File: src/rtl/multicycle_ctrl_if.sv
// rtl/multicycle_ctrl_if.sv - control/datapath signal bundle for the multicycle ARM controller
interface multicycle_ctrl_if;
  logic [31:0] Instr;
  logic [3:0]  ALUFlags;
  logic        PCWrite;
  logic        RegWrite;
  logic        MemWrite;
  logic        IRWrite;
  logic        AdrSrc;
  logic [1:0]  RegSrc;
  logic [1:0]  ALUSrcA;
  logic [1:0]  ALUSrcB;
  logic [1:0]  ResultSrc;
  logic [1:0]  ImmSrc;
  logic [1:0]  ALUControl;
  logic [3:0]  Flags;
  logic [3:0]  state;
  logic        illegal;

  // master = controller, slave = datapath
  modport master (
    input  Instr, ALUFlags,
    output PCWrite, RegWrite, MemWrite, IRWrite, AdrSrc, RegSrc, ALUSrcA, ALUSrcB,
           ResultSrc, ImmSrc, ALUControl, Flags, state, illegal
  );
  modport slave (
    output Instr, ALUFlags,
    input  PCWrite, RegWrite, MemWrite, IRWrite, AdrSrc, RegSrc, ALUSrcA, ALUSrcB,
           ResultSrc, ImmSrc, ALUControl, Flags, state, illegal
  );
endinterface

File: src/rtl/multicycle_ctrl.sv
// rtl/multicycle_ctrl.sv - FSM control unit sequencing the 32-bit multicycle ARM datapath
module multicycle_ctrl (
  input  logic            clk,
  input  logic            reset,
  multicycle_ctrl_if.master bus
);

  typedef enum logic [3:0] {
    FETCH  = 4'd0,
    DECODE = 4'd1,
    MEMADR = 4'd2,
    MEMRD  = 4'd3,
    MEMWB  = 4'd4,
    MEMWR  = 4'd5,
    EXECR  = 4'd6,
    EXECI  = 4'd7,
    ALUWB  = 4'd8,
    BRANCH = 4'd9
  } state_t;

  state_t      cur_state, nxt_state;
  logic [3:0]  flags_q;
  logic [1:0]  op;
  logic [5:0]  funct;
  logic [3:0]  cond;
  logic        rd_is_pc;
  logic [1:0]  alu_dec;
  logic        cmd_ok;
  logic        cond_ex;
  logic        n_f, z_f, c_f, v_f;

  logic        pcw, rw, mw, irw, adr, ill;
  logic [1:0]  src_a, src_b, res_src, alu_ctl;

  assign op       = bus.Instr[27:26];
  assign funct    = bus.Instr[25:20];
  assign cond     = bus.Instr[31:28];
  assign rd_is_pc = (bus.Instr[15:12] == 4'hf);

  always_comb begin
    alu_dec = 2'b00;
    cmd_ok  = 1'b1;
    case (funct[4:1])
      4'b0100: alu_dec = 2'b00;
      4'b0010: alu_dec = 2'b01;
      4'b0000: alu_dec = 2'b10;
      4'b1100: alu_dec = 2'b11;
      default: cmd_ok  = 1'b0;
    endcase
  end

  assign {n_f, z_f, c_f, v_f} = flags_q;

  always_comb begin
    cond_ex = 1'b0;
    case (cond)
      4'b0000: cond_ex = z_f;
      4'b0001: cond_ex = ~z_f;
      4'b0010: cond_ex = c_f;
      4'b0011: cond_ex = ~c_f;
      4'b0100: cond_ex = n_f;
      4'b0101: cond_ex = ~n_f;
      4'b0110: cond_ex = v_f;
      4'b0111: cond_ex = ~v_f;
      4'b1000: cond_ex = c_f & ~z_f;
      4'b1001: cond_ex = ~c_f | z_f;
      4'b1010: cond_ex = (n_f == v_f);
      4'b1011: cond_ex = (n_f != v_f);
      4'b1100: cond_ex = ~z_f & (n_f == v_f);
      4'b1101: cond_ex = z_f | (n_f != v_f);
      4'b1110: cond_ex = 1'b1;
      default: cond_ex = 1'b0;
    endcase
  end

  always_ff @(posedge clk or negedge reset) begin
    if (!reset) begin
      cur_state <= FETCH;
      flags_q   <= 4'b0000;
    end else begin
      cur_state <= nxt_state;
      if ((cur_state == EXECR || cur_state == EXECI) && funct[0] && cond_ex) begin
        flags_q[3:2] <= bus.ALUFlags[3:2];
        // logical ops leave carry and overflow untouched
        if (!alu_dec[1])
          flags_q[1:0] <= bus.ALUFlags[1:0];
      end
    end
  end

  always_comb begin
    nxt_state = FETCH;
    pcw       = 1'b0;
    rw        = 1'b0;
    mw        = 1'b0;
    irw       = 1'b0;
    adr       = 1'b0;
    ill       = 1'b0;
    src_a     = 2'b00;
    src_b     = 2'b00;
    res_src   = 2'b00;
    alu_ctl   = 2'b00;
    case (cur_state)
      FETCH: begin
        nxt_state = DECODE;
        irw       = 1'b1;
        pcw       = 1'b1;
        src_a     = 2'b01;
        src_b     = 2'b10;
        res_src   = 2'b10;
      end
      DECODE: begin
        // PC+4 computed again here so R15 reads as PC+8
        src_a   = 2'b01;
        src_b   = 2'b10;
        res_src = 2'b10;
        case (op)
          2'b01:   nxt_state = MEMADR;
          2'b10:   nxt_state = BRANCH;
          2'b00: begin
            if (!cmd_ok) begin
              nxt_state = FETCH;
              ill       = 1'b1;
            end else begin
              nxt_state = funct[5] ? EXECI : EXECR;
            end
          end
          default: begin
            nxt_state = FETCH;
            ill       = 1'b1;
          end
        endcase
      end
      MEMADR: begin
        nxt_state = funct[0] ? MEMRD : MEMWR;
        src_b     = 2'b01;
      end
      MEMRD: begin
        nxt_state = MEMWB;
        adr       = 1'b1;
      end
      MEMWB: begin
        res_src = 2'b01;
        rw      = cond_ex;
      end
      MEMWR: begin
        adr = 1'b1;
        mw  = cond_ex;
      end
      EXECR: begin
        nxt_state = ALUWB;
        alu_ctl   = alu_dec;
      end
      EXECI: begin
        nxt_state = ALUWB;
        src_b     = 2'b01;
        alu_ctl   = alu_dec;
      end
      ALUWB: begin
        if (rd_is_pc) pcw = cond_ex;
        else          rw  = cond_ex;
      end
      BRANCH: begin
        src_b   = 2'b01;
        res_src = 2'b10;
        pcw     = cond_ex;
      end
      default: nxt_state = FETCH;
    endcase
  end

  // write enables are held off combinationally for the whole reset window
  assign bus.PCWrite    = pcw & reset;
  assign bus.RegWrite   = rw  & reset;
  assign bus.MemWrite   = mw  & reset;
  assign bus.IRWrite    = irw & reset;
  assign bus.AdrSrc     = adr;
  assign bus.ALUSrcA    = src_a;
  assign bus.ALUSrcB    = src_b;
  assign bus.ResultSrc  = res_src;
  assign bus.ALUControl = alu_ctl;
  assign bus.illegal    = ill;
  assign bus.ImmSrc     = op;
  assign bus.RegSrc     = {(op == 2'b01) & ~funct[0], (op == 2'b10)};
  assign bus.Flags      = flags_q;
  assign bus.state      = cur_state;

endmodule

File: src/flat_wrapper.sv
// flat-port wrapper written by rule: the top's interface ports become plain ports
module multicycle_ctrl_flat 
  (clk, reset, bus_Instr, bus_ALUFlags, bus_PCWrite, bus_RegWrite, bus_MemWrite, bus_IRWrite, bus_AdrSrc, bus_RegSrc, bus_ALUSrcA, bus_ALUSrcB, bus_ResultSrc, bus_ImmSrc, bus_ALUControl, bus_Flags, bus_state, bus_illegal);
  multicycle_ctrl_if bus_i ();
  input  logic clk;
  input  logic reset;
  input wire logic [$bits(bus_i.Instr)-1:0] bus_Instr;
  input wire logic [$bits(bus_i.ALUFlags)-1:0] bus_ALUFlags;
  output wire logic [$bits(bus_i.PCWrite)-1:0] bus_PCWrite;
  output wire logic [$bits(bus_i.RegWrite)-1:0] bus_RegWrite;
  output wire logic [$bits(bus_i.MemWrite)-1:0] bus_MemWrite;
  output wire logic [$bits(bus_i.IRWrite)-1:0] bus_IRWrite;
  output wire logic [$bits(bus_i.AdrSrc)-1:0] bus_AdrSrc;
  output wire logic [$bits(bus_i.RegSrc)-1:0] bus_RegSrc;
  output wire logic [$bits(bus_i.ALUSrcA)-1:0] bus_ALUSrcA;
  output wire logic [$bits(bus_i.ALUSrcB)-1:0] bus_ALUSrcB;
  output wire logic [$bits(bus_i.ResultSrc)-1:0] bus_ResultSrc;
  output wire logic [$bits(bus_i.ImmSrc)-1:0] bus_ImmSrc;
  output wire logic [$bits(bus_i.ALUControl)-1:0] bus_ALUControl;
  output wire logic [$bits(bus_i.Flags)-1:0] bus_Flags;
  output wire logic [$bits(bus_i.state)-1:0] bus_state;
  output wire logic [$bits(bus_i.illegal)-1:0] bus_illegal;
  assign bus_i.Instr = bus_Instr;
  assign bus_i.ALUFlags = bus_ALUFlags;
  assign bus_PCWrite = bus_i.PCWrite;
  assign bus_RegWrite = bus_i.RegWrite;
  assign bus_MemWrite = bus_i.MemWrite;
  assign bus_IRWrite = bus_i.IRWrite;
  assign bus_AdrSrc = bus_i.AdrSrc;
  assign bus_RegSrc = bus_i.RegSrc;
  assign bus_ALUSrcA = bus_i.ALUSrcA;
  assign bus_ALUSrcB = bus_i.ALUSrcB;
  assign bus_ResultSrc = bus_i.ResultSrc;
  assign bus_ImmSrc = bus_i.ImmSrc;
  assign bus_ALUControl = bus_i.ALUControl;
  assign bus_Flags = bus_i.Flags;
  assign bus_state = bus_i.state;
  assign bus_illegal = bus_i.illegal;
  multicycle_ctrl u_core (.clk(clk), .reset(reset), .bus(bus_i));
endmodule
File: config.mk
export PLATFORM = sky130hd
export DESIGN_NAME = multicycle_ctrl_flat
export DESIGN_NICKNAME = d
export VERILOG_FILES = /design/src/rtl/multicycle_ctrl_if.sv /design/src/rtl/multicycle_ctrl.sv /design/src/flat_wrapper.sv
export SDC_FILE = /design/constraint.sdc
export NUM_CORES = 1
export LEC_CHECK = 0
export CORE_UTILIZATION = 35
export DETAILED_ROUTE_END_ITERATION = 6
export GPL_TIMING_DRIVEN = 0
export PLACE_DENSITY = 0.85
export SYNTH_ARGS = -nofsm -noshare
export SYNTH_HDL_FRONTEND = slang
export SYNTH_SLANG_ARGS = --single-unit
File: constraint.sdc
create_clock -name clk -period 2.3 [get_ports clk]
set_input_delay 0.23 -clock clk [delete_from_list [all_inputs] [get_ports clk]]
set_output_delay 0.23 -clock clk [all_outputs]
set_load 0.03 [all_outputs]
==> summary.md, run 1 <==
The flow ran to the end, and the final reports show no timing, DRC or antenna violations. The final number of max-transition violations came out at 0. The total DRC errors in the routed layout was 0. On the worst path, the slowest cell contributes a delay of 730 ps.

The ratio of cells with drive above 1 in the final layout works out to 0.172. The number of placed I/O pins came out at 64. Setup violations remaining at the end of the flow were counted as 0. The aggregate global routing overflow came out at 0. The first detailed-routing pass took 4 iterations. The run gives 0 as the final antenna-violating net count.

The tools report the deepest clock path buffer count as 2. Cell with the largest stage delay on the worst path: clkdlybuf4s50_1. The die is 52.8 um tall. The critical path buffer and inverter count was 2. The flop and latch count out of synthesis came out at 8. The fraction of synthesis flops using an asynchronous set or reset pin is 1.00, and the number of antenna violations at the first check in global routing is 0. Sequential-to-total area share from yosys stat: 0.222.

The worst setup skew after layout came out at 1.22 ps. After clock tree synthesis, the clock-pin slew on the worst setup and hold paths is 50 ps. In this run, synthesis inferred 0 flip-flops with an integrated enable. The core region is 2450 um^2. A synthesized cell averages 8.07 um^2.

Number of I/O port buffers: 45. The share of the clock period used by the worst path after layout came out at 0.972. The final HPWL from detailed placement was 2100 um; the wire length reported by the detailed router was 2830 um. The cell count after placement came out at 187. The starting utilization of the core area is 0.368, and the data arrival at the endpoint of the critical path is 2010 ps. The number of CTS-inserted buffers is 3, and the highest achievable clock rate is 447 MHz. Broken down by cell family, the worst path's largest delay share belongs to buffers and inverters. The first global-routing pass estimated 4180 um of wire.

The final weighted congestion of routability-driven global placement was 0.836. TritonCTS built the clock tree. The internal power of the cells totals 657 uW.

The largest fanout of any net on the critical path was 8; the count of mapped cells out of synthesis was 112. Dividing the detail-routed wire length by the instance count gives 14.7 um. The logs give 0.688 nW for the standby leakage power and 962 for the via count of the first global-routing pass. Across the whole layout, storage elements account for 200 um^2. Across the run, the number of max-cap violations was 0.

The number of nets in the finished design came out at 207. STA classifies the critical path startpoint as a register. The tools report the reg-to-reg startpoint as u_core.bus.Flags[0].

Across the VDD grid, the largest voltage drop is 1050 uV. Classification of the worst setup path: register to primary output. Counting every net in the synthesized netlist gives 154. The tools report the number of endpoints with negative hold slack in the final report as 0.

For the number of H-tree levels, the log shows 1. The switching portion of total power is 0.508. The tree built by TritonCTS fans out to 8 sinks. The clock network fraction of total power was 0.080; the path depth of the worst reg2reg path was 7. After filler insertion, the fill cell instance count of the layout stands at 220. The area growth from synthesis to layout is 66.8%.

The net switching power figure was 677 uW; the post-synthesis cell type count was 40. Summing every instance area after synthesis gives 903 um^2. Summing all multi-input logic gate instances after layout gives 688 um^2. The dominant synthesized flop cell was dfrtp_1. The finished layout holds 193 standard cells, fillers aside. The number of antenna repair diodes is 0. The sequential power share came out at 0.192. The critical path goes through clkbuf_1, xor2_1, o32ai_1, clkdlybuf4s50_1. Number of vias per cell: 5.44.

The number of DRC markers after the initial detailed-route iteration is 20. The worst setup path is captured at a primary output. For the area enclosed by the die boundary, the log shows 2790 um^2.

For flop-to-flop paths, the worst setup slack is 260 ps. The shortest period the worst path allows was 2240 ps; the combinational cell fraction of total power was 0.728. The number of cell rows is 18, and the power density relative to cell area is 886 nW/um^2. The die is 52.8 um wide. The routed via count was 1050.

The min-delay analysis places its worst path in the category input pin to asynchronous set/reset pin. Overall fraction of global-route tracks in use: 0.206. The later pin in the worst-skew pair is clocked with a latency of 250 ps. The tools report the Yosys warning count as 0. The worst register-to-register path ends at u_core.bus.Flags[0].

For the pin count of the biggest net entering global routing, the log shows 13. In this run the clock root is driven by a clkbuf_4. Hold timing on the final database bottoms out at a slack of 299 ps.

At the worst endpoint, the required time is 2070 ps.
[sequential cells by signal, indices dropped and copies added, names as in the netlist]
| name | cells |
|---|---|
| u_core.bus.Flags | 4 |
| u_core.bus.state | 4 |
[kinds of logic after synthesis]
| group | Yosys count | synth area share |
|---|---|---|
| buf+inv | 16 | 0.0914 |
| simple gates | 47 | 0.283 |
| fa+ha+maj | 4 | 0.0554 |
| mux | 6 | 0.0720 |
| other cells | 1 | 0.00415 |
| xor+xnor | 5 | 0.0485 |
| flops | 8 | 0.222 |
| compound gates | 25 | 0.224 |
[metal layers]
metal  wire (um)  global-route usage  vias up
met5           0                   0        -
met4          53              0.0746        0
met3         222              0.0551        8
met2        1360               0.378       50
met1        1190               0.222      489
li1            -                   -      503
[cells in the mapped netlist, drive strengths merged (2+ instances only)]
cell type  number  area (um^2)
nor2            9         33.8
dfrtp           8          200
inv             7         26.3
nand2           7         26.3
nor3            6         30.0
buf             5         41.3
nand2b          5         31.3
a21oi           4         20.0
a31oi           4         25.0
clkbuf          4         15.0
ha              4         50.1
mux2            4         45.0
nand3           4         20.0
nor2b           4         25.0
and2            3         21.3
xor2            3         26.3
a22oi           2         20.0
a41o            2         20.0
and3            2         12.5
and3b           2         17.5
mux2i           2         20.0
nand3b          2         15.0
nor3b           2         15.0
o21ai           2         10.0
o32ai           2         17.5
xnor2           2         17.5
[worst max-delay path by stage]
stage                        start        endpoint  slack [ps]  cells after the start
5_1_grt              bus_Instr[28]     bus_PCWrite         -20                      8
2_1_floorplan  u_core.bus.state[1]  bus_ALUSrcB[0]         290                      3
6_report       u_core.bus.state[0]  bus_ALUSrcB[0]          60                      4
3_3_place_gp         bus_Instr[31]    bus_MemWrite        -540                      7
4_1_cts              bus_Instr[28]    bus_MemWrite         -70                      8
3_5_place_dp         bus_Instr[31]    bus_MemWrite        -620                      7
[power groups by stage]
stage	registers (mW)	clock network [mW]	logic (mW)
after floorplan	0.317	0	0.495
after detailed placement	0.239	0	0.943
after global placement	0.235	0	0.930
after CTS	0.250	0.106	0.943
after global routing	0.265	0.116	1.02
final	0.257	0.106	0.971
[metrics by stage]
stage | util | setup slack [ps] | total power [mW] | setup TNS, ps | instance area (um^2)
floorplan | - | 293 | 0.812 | 0 | 903
global placement | 0.567 | -537 | 1.17 | -1980 | 1390
detailed placement | 0.567 | -616 | 1.18 | -2230 | 1390
CTS | 0.591 | -68.2 | 1.30 | -68.2 | 1450
global route | 0.614 | -20.9 | 1.40 | -47.9 | 1510
finish | 0.614 | 64.9 | 1.33 | 0 | 1510
[layout make-up]
cell class / count / area share
plain buffers: 8 / 0.0382
clock buffers: 3 / 0.0150
inverters: 7 / 0.0174
multi-input cells: 88 / 0.457
flip-flops and latches: 8 / 0.133
well taps: 30 / 0.0249
repair buffers: 49 / 0.315
[cell usage in the layout (no fill, tap or decap), types with 4 or more instances in the layout]
| cell | n |
|---|---|
| ha_1 | 4 |
| nand2_1 | 7 |
| nand2b_1 | 5 |
| dfrtp_1 | 8 |
| clkdlybuf4s50_1 | 36 |
| clkbuf_4 | 4 |
| nor3_1 | 6 |
| mux2_1 | 4 |
| nand3_1 | 4 |
| buf_4 | 8 |
| nor2_1 | 9 |
| a21oi_1 | 4 |
| inv_1 | 6 |
[what timing repair did]
action / 4_1_cts / 5_1_grt
hold endpoints to repair: 0 / 0
gates resized for setup: 23 / 15
setup endpoints to repair: 6 / 8
pin swaps: 1 / 4
hold buffers: 0 / 0
buffers inserted: 1 / 3
Note: power is estimated with default switching activity, not from simulation.
==> inputs of run 2 (changes only) <==
--- a/config.mk
+++ b/config.mk
@@ -5,10 +5,11 @@
 export SDC_FILE = /design/constraint.sdc
 export NUM_CORES = 1
 export LEC_CHECK = 0
-export CORE_UTILIZATION = 35
+export CORE_UTILIZATION = 36
+export CTS_BUF_LIST = sky130_fd_sc_hd__clkbuf_8
 export DETAILED_ROUTE_END_ITERATION = 6
 export GPL_TIMING_DRIVEN = 0
-export PLACE_DENSITY = 0.85
+export PLACE_DENSITY = 0.87
 export SYNTH_ARGS = -nofsm -noshare
 export SYNTH_HDL_FRONTEND = slang
 export SYNTH_SLANG_ARGS = --single-unit
==> run 2 against run 1 <==
  * Count of clock-buffer cells in the layout unchanged
  * Worst setup slack better by 37 ps
  * Clock power up 53%
  * Sequential power barely moved
  * Global-route usage is 0.89 points lower
  * Sequential cell count stayed put
  * First-iteration DRC count shrank 20%
  * Sequential share of layout area decreased by 0.15 points
  * Core utilization increased by 5.0 points
  * Cell area increased by 1.2%
  * Critical path depth unchanged
  * Largest power group unchanged
  * Highest routed layer unchanged
==> summary.md, run 2 (same netlist as run 1, synthesis figures left out) <==
STA classifies the critical path startpoint as a register. The max-cap violation count was 0. At the end of routability-driven placement, the weighted congestion stood at 0.788. The most common library cell in the layout ignoring fill and taps was clkdlybuf4s50_1. The top cell types in the final layout, fill and taps aside, are clkdlybuf4s50_1 (36), nor2_1 (9), dfrtp_1 (8), nand2_1 (7). The power density relative to cell area is 913 nW/um^2, and the worst ir drop on vdd is 753 uV. The mean routed wirelength per cell is 14.2 um. Setup violations remaining at the end of the flow were counted as 0.

Detailed routing inserted a total of 1018 vias. The number of vias per cell came out at 5.33. The run finished with clean final reports. The worst register-to-register path ends at u_core.bus.Flags[0].

The worst hold margin came out at 321 ps. The ratio of cells with drive above 1 in the final layout came out at 0.172. The min-delay analysis places its worst path in the category input pin to asynchronous set/reset pin. The number of H-tree levels was 1. In this run the critical register-to-register path is launched from u_core.bus.Flags[2]. The final layout contains 207 nets. The insertion delay of the later-clocked pin in the worst-skew pair came out at 220 ps.

The run gives 0 as the final number of max-transition violations. Pin count of the biggest net entering global routing: 13. The worst register-to-register path has a depth of 6. The number of I/O port buffers works out to 45. The critical path goes through clkbuf_1, nor2_1, and3_1, clkdlybuf4s50_1. The routed design could run at a clock period as short as 2200 ps.

Row generation in the floorplan step produced 17 rows. Summing all placed instances gives a cell area of 1390 um^2. Share of the clock period used by the worst path after layout: 0.956. The run gives 64 as the number of placed I/O pins.

Clock skew on the completed layout was measured at 1.26 ps. The clock net in this run drives a total of 8 sinks. Before antenna repair, the detailed router went through 4 iterations. The number of endpoints with negative hold slack in the final report is 0. In this run the horizontal extent of the chip is 52.1 um. For this design the static power due to leakage is 0.690 nW. Along the worst path, the maximum fanout reaches 10. The via count of the first global-routing pass is 940, and the post-route total power is 1.39 mW. The wire length reported by the detailed router is 2710 um. Fill cells in the final layout number 202.

In this run the remaining antenna-violating nets after routing total 0. Setup slack on the critical path of the routed design comes to 102 ps. STA classifies the critical path endpoint as a primary output. The core region is 2300 um^2.

The number of antenna repair diodes came out at 0. The run gives 4040 um as the first-pass GRT wire length. Cell with the largest stage delay on the worst path: clkdlybuf4s50_1. The worst setup path is of the register to primary output kind.

Number of CTS-inserted buffers: 3. The tree is rooted in a clkbuf_8. The logs give 2710 um^2 for the area enclosed by the die boundary and 16 for the number of DRC markers after the initial detailed-route iteration. Clock-pin slew was measured on the worst setup and hold paths at 40 ps. The worst register-to-register path has a setup slack of 330 ps. At the placement stage, the worst setup path has a slack of -556 ps. Static timing analysis puts the maximum clock frequency at 455 MHz. The synthesis-to-finish area growth is 68.7%.

In the routed design, unresolved DRC markers number 0. STA puts the critical path data required time at 2070 ps. The maximum cell stage delay along the critical path came out at 670 ps. The number of antenna violations at the first check in global routing is 0. The aggregate global routing overflow is 0, and the starting utilization of the core area is 0.393. The tools report the deepest clock path buffer count as 2.

TritonCTS built the clock tree. STA puts the critical path data arrival time at 1970 ps. Detailed placement finished with a half-perimeter wire length of 1980 um. Setup repair after global routing left no endpoint under its margin. The logs give 0.197 for the overall fraction of global-route tracks in use and 1520 um^2 for the final instance area. The die height came out at 52.1 um.
==> run 2: changes by cell type in the layout (fill, tap and decap cells not counted), sizes merged <==
cell	before	now
buf	11	10
clkbuf	7	8
==> run 2: layer usage <==
metal / GRT usage / share of wire
met3: 0.0643 / 0.087
met5: 0 / 0
met4: 0.0270 / 0.0055
met2: 0.372 / 0.49
met1: 0.214 / 0.42
==> run 2: layout make-up <==
| cell class | instances | area [um^2] | area share |
|---|---|---|---|
| clock buffers | 3 | 41.3 | 0.0271 |
| multi-input cells | 88 | 692 | 0.454 |
| flip-flops and latches | 8 | 200 | 0.131 |
| well taps | 28 | 35.0 | 0.0230 |
| inverters | 7 | 26.3 | 0.0172 |
| repair buffers | 49 | 472 | 0.310 |
| plain buffers | 8 | 57.6 | 0.0378 |
==> run 2: worst max-delay path by stage <==
stage | endpoint | start | slack [ps] | cells past startpoint
finish | bus_IRWrite | u_core.bus.state[3] | 100 | 4
global route | bus_ALUControl[0] | u_core.bus.state[3] | 30 | 4
CTS | bus_MemWrite | bus_Instr[28] | 0.1 | 8
detailed placement | bus_MemWrite | bus_Instr[31] | -560 | 7
global placement | bus_MemWrite | bus_Instr[31] | -550 | 7
floorplan | bus_ALUSrcB[0] | u_core.bus.state[1] | 290 | 3
==> run 2: metrics by stage <==
step                utilization  TNS [ps]  cells
finish                    0.663         0    191
global route              0.663         0    191
CTS                       0.632         0    188
detailed placement        0.605     -2090    185
global placement          0.605     -2000    185
floorplan                     -         0    112
==> run 2: what timing repair did <==
| action | CTS | global route |
|---|---|---|
| gates cloned | 0 | 1 |
| setup endpoints to repair | 6 | 5 |
| gates resized for setup | 22 | 15 |
| setup buffers | 1 | 2 |
| pin swaps | 1 | 5 |
| hold buffers | 0 | 0 |
==> run 2: where the power goes <==
group | switching [mW] | internal, mW
Clock | 0.0493 | 0.113
Combinational | 0.556 | 0.412
Sequential | 0.0753 | 0.185
Total | 0.680 | 0.710
==> run 2: worst max-delay path, delay by kind of cell (launching register included) <==
kind          cells  cell delay, ps
buf+inv           2             910
simple gates      2             430
flops             1             400
==> inputs of run 3 (changes only) <==
--- a/config.mk
+++ b/config.mk
@@ -5,11 +5,13 @@
 export SDC_FILE = /design/constraint.sdc
 export NUM_CORES = 1
 export LEC_CHECK = 0
+export CORE_MARGIN = 4
 export CORE_UTILIZATION = 36
 export CTS_BUF_LIST = sky130_fd_sc_hd__clkbuf_8
 export DETAILED_ROUTE_END_ITERATION = 6
 export GPL_TIMING_DRIVEN = 0
-export PLACE_DENSITY = 0.87
+export PLACE_DENSITY_LB_ADDON = 0.25
+export REMOVE_ABC_BUFFERS = 1
 export SYNTH_ARGS = -nofsm -noshare
 export SYNTH_HDL_FRONTEND = slang
 export SYNTH_SLANG_ARGS = --single-unit
==> run 3 against run 2 <==
  * Register-to-register slack improved by 170 ps
  * Largest cell class unchanged
  * Maximum frequency fell by 1.6%
  * First-iteration DRC count did not move
  * Routed wire length fell by 1.6%
==> summary.md, run 3 (same netlist as run 1, synthesis figures left out) <==
The logs give 0.225 for the sequential power share and 0.393 for the starting utilization of the core area. The final antenna-violating net count came out at 0. The number of cell rows is 17. The reg-to-reg startpoint was u_core.bus.Flags[0]. STA classifies the critical path endpoint as a primary output.

For the pin count of the biggest net entering global routing, the log shows 14. The endpoint identified for the worst register-to-register timing path is u_core.bus.Flags[2]. The tree built by TritonCTS fans out to 8 sinks.

The flow ran to the end, and the final reports show no timing, DRC or antenna violations. Leaving out fill and tap cells, the most frequent cell in the layout is clkdlybuf4s50_1. The first-pass GRT wire length is 4250 um, and the insertion delay of the later-clocked pin in the worst-skew pair is 220 ps. The number of endpoints with negative hold slack in the final report is 0, and the ratio of cells with drive above 1 in the final layout is 0.145.

Counting along the longest clock path gives a buffer depth of 2. Static timing analysis puts the maximum clock frequency at 447 MHz. Measured along the x axis, the die boundary spans 58.1 um. In this run the static leakage power is 0.606 nW. Setup violations remaining at the end of the flow were counted as 0.

TritonCTS built the clock tree. Across the VDD grid, the largest voltage drop is 779 uV. Across all setup checks in the final design, the least slack found is 65.3 ps. The logs give 0.122 for the clock network fraction of total power and 0 for the aggregate global routing overflow. The tightest min-delay check is of the input pin to asynchronous set/reset pin type.

After clock tree synthesis, the setup repair step added 0 buffers. The final number of max-transition violations is 0, and the detailed-router iteration count before antenna repair is 4. Across all layers, the routed design uses 953 vias.

The library cells used most frequently in the layout, excluding fill and tap cells, are clkdlybuf4s50_1 (37), nor2_1 (9), nand2_1 (7), nor3_1 (6). The worst setup path is launched from a register. After the last flow step, the layout net total stands at 196. The share of the clock period used by the worst path after layout works out to 0.972.

Setup repair after global routing left no endpoint under its margin. Of all nets on the critical path, the largest fanout is 4. The tools report the cell chosen for the clock root as clkbuf_8. The synthesis-to-finish area growth works out to 57.6%. The mean routed wirelength per cell came out at 14.8 um. For the register-to-register setup slack, the log shows 500 ps. The run gives 2670 um as the wire length reported by the detailed router.

The number of vias per cell is 5.29, and the overall fraction of global-route tracks in use is 0.160. The run gives 3 as the number of CTS-inserted buffers. Summed over all nets, the switching power comes to 657 uW. The critical path is of the register to primary output type. For the number of placed I/O pins, the log shows 64. The max-cap violation count is 0.

Tracing the worst setup path back leads to its startpoint at u_core.bus.Flags[0]. The worst setup skew after layout is 2.41 ps, and the clock slew at the register clock pins of the worst setup and hold paths is 40 ps. The number of H-tree levels is 1, and the final weighted congestion of routability-driven global placement is 0.744. The worst path needs 2230 ps of the cycle, external delays included. The worst register-to-register path has a depth of 5.

The final HPWL from detailed placement is 2040 um, and the total DRC errors in the routed layout is 0. For the placement-stage worst setup slack, the log shows -650 ps. Setup total negative slack on the finished layout was measured at 0 ps.

The combinational cell fraction of total power is 0.653. STA puts the critical path data arrival time at 2000 ps. The tools report the post-route total power as 1.34 mW. During placement, the flow inserted port buffers numbering 46. The internal power came out at 683 uW. The floorplan step defined a die boundary enclosing 3380 um^2.

For this design the ratio of total power to cell area is 941 nW/um^2. The number of antenna violations at the first check in global routing was 0; the die height was 58.1 um. The run gives 2070 ps as the data required time of the critical path.

The switching portion of total power was 0.490. The number of fill cells was 220. The number of buffers added to fix hold violations after cts is 0, and the area of the placeable core is 2300 um^2.

The number of antenna repair diodes is 0, and the number of DRC markers after the initial detailed-route iteration is 16. The via count of the first global-routing pass was 948.
==> run 3: changes by cell type in the layout (fill, tap and decap cells not counted), moves of 2 or more <==
cell	previous run	this run
buf_4	6	0
dlymetal6s2s_1	3	1
clkbuf_1	2	0
buf_6	2	0
dfrtp_2	0	4
dfrtp_1	8	4
clkbuf_4	2	0
==> run 3: worst max-delay path, cell delays in order (launching register included) <==
cell	delay [ps]
dfrtp_1	440
xnor2_2	180
and3_1	180
o311ai_4	340
a31oi_2	160
and3b_1	200
clkdlybuf4s15_2	280
==> run 3: area by class of cell <==
cell class / instances / area [um^2] / area share
Tap cell: 28 / 35.0 / 0.0246
Timing Repair Buffer: 46 / 449 / 0.315
Clock buffer: 3 / 41.3 / 0.0290
Sequential cell: 8 / 205 / 0.144
Inverter: 7 / 26.3 / 0.0185
Multi-Input combinational cell: 88 / 667 / 0.468
==> run 3: per-layer routing <==
layer / up-vias / global-route usage / share of wire
met3: 2 / 0.0379 / 0.062
met2: 29 / 0.273 / 0.51
met5: - / 0 / 0
li1: 480 / - / -
met1: 442 / 0.198 / 0.42
met4: 0 / 0.0497 / 0.0030
==> run 3: worst max-delay path by stage <==
stage / endpoint / cells past startpoint / slack (ps)
5_1_grt: bus_RegWrite / 6 / 2
3_5_place_dp: bus_PCWrite / 7 / -650
3_3_place_gp: bus_PCWrite / 7 / -620
2_1_floorplan: bus_ALUControl[0] / 3 / 350
4_1_cts: bus_illegal / 7 / -9
6_report: bus_MemWrite / 6 / 70
==> run 3: timing repair <==
action,in CTS,in global routing
pin swaps,1,2
gates cloned,0,0
endpoints found under the setup margin,6,6
resized for setup,22,10
==> run 3: power groups by stage <==
stage / Clock [mW] / Sequential, mW / Combinational [mW]
after floorplan: 0 / 0.358 / 0.427
after detailed placement: 0 / 0.293 / 0.868
after global routing: 0.177 / 0.318 / 0.937
after global placement: 0 / 0.289 / 0.850
after CTS: 0.168 / 0.292 / 0.874
final: 0.163 / 0.302 / 0.875
==> run 3: through the flow <==
step	hold slack (ps)	util	cell area, um^2	instances
global placement	546	0.584	1340	177
finish	305	0.620	1420	180
detailed placement	554	0.584	1340	177
CTS	318	0.615	1410	180
global route	342	0.620	1420	180
floorplan	-65.6	-	847	103
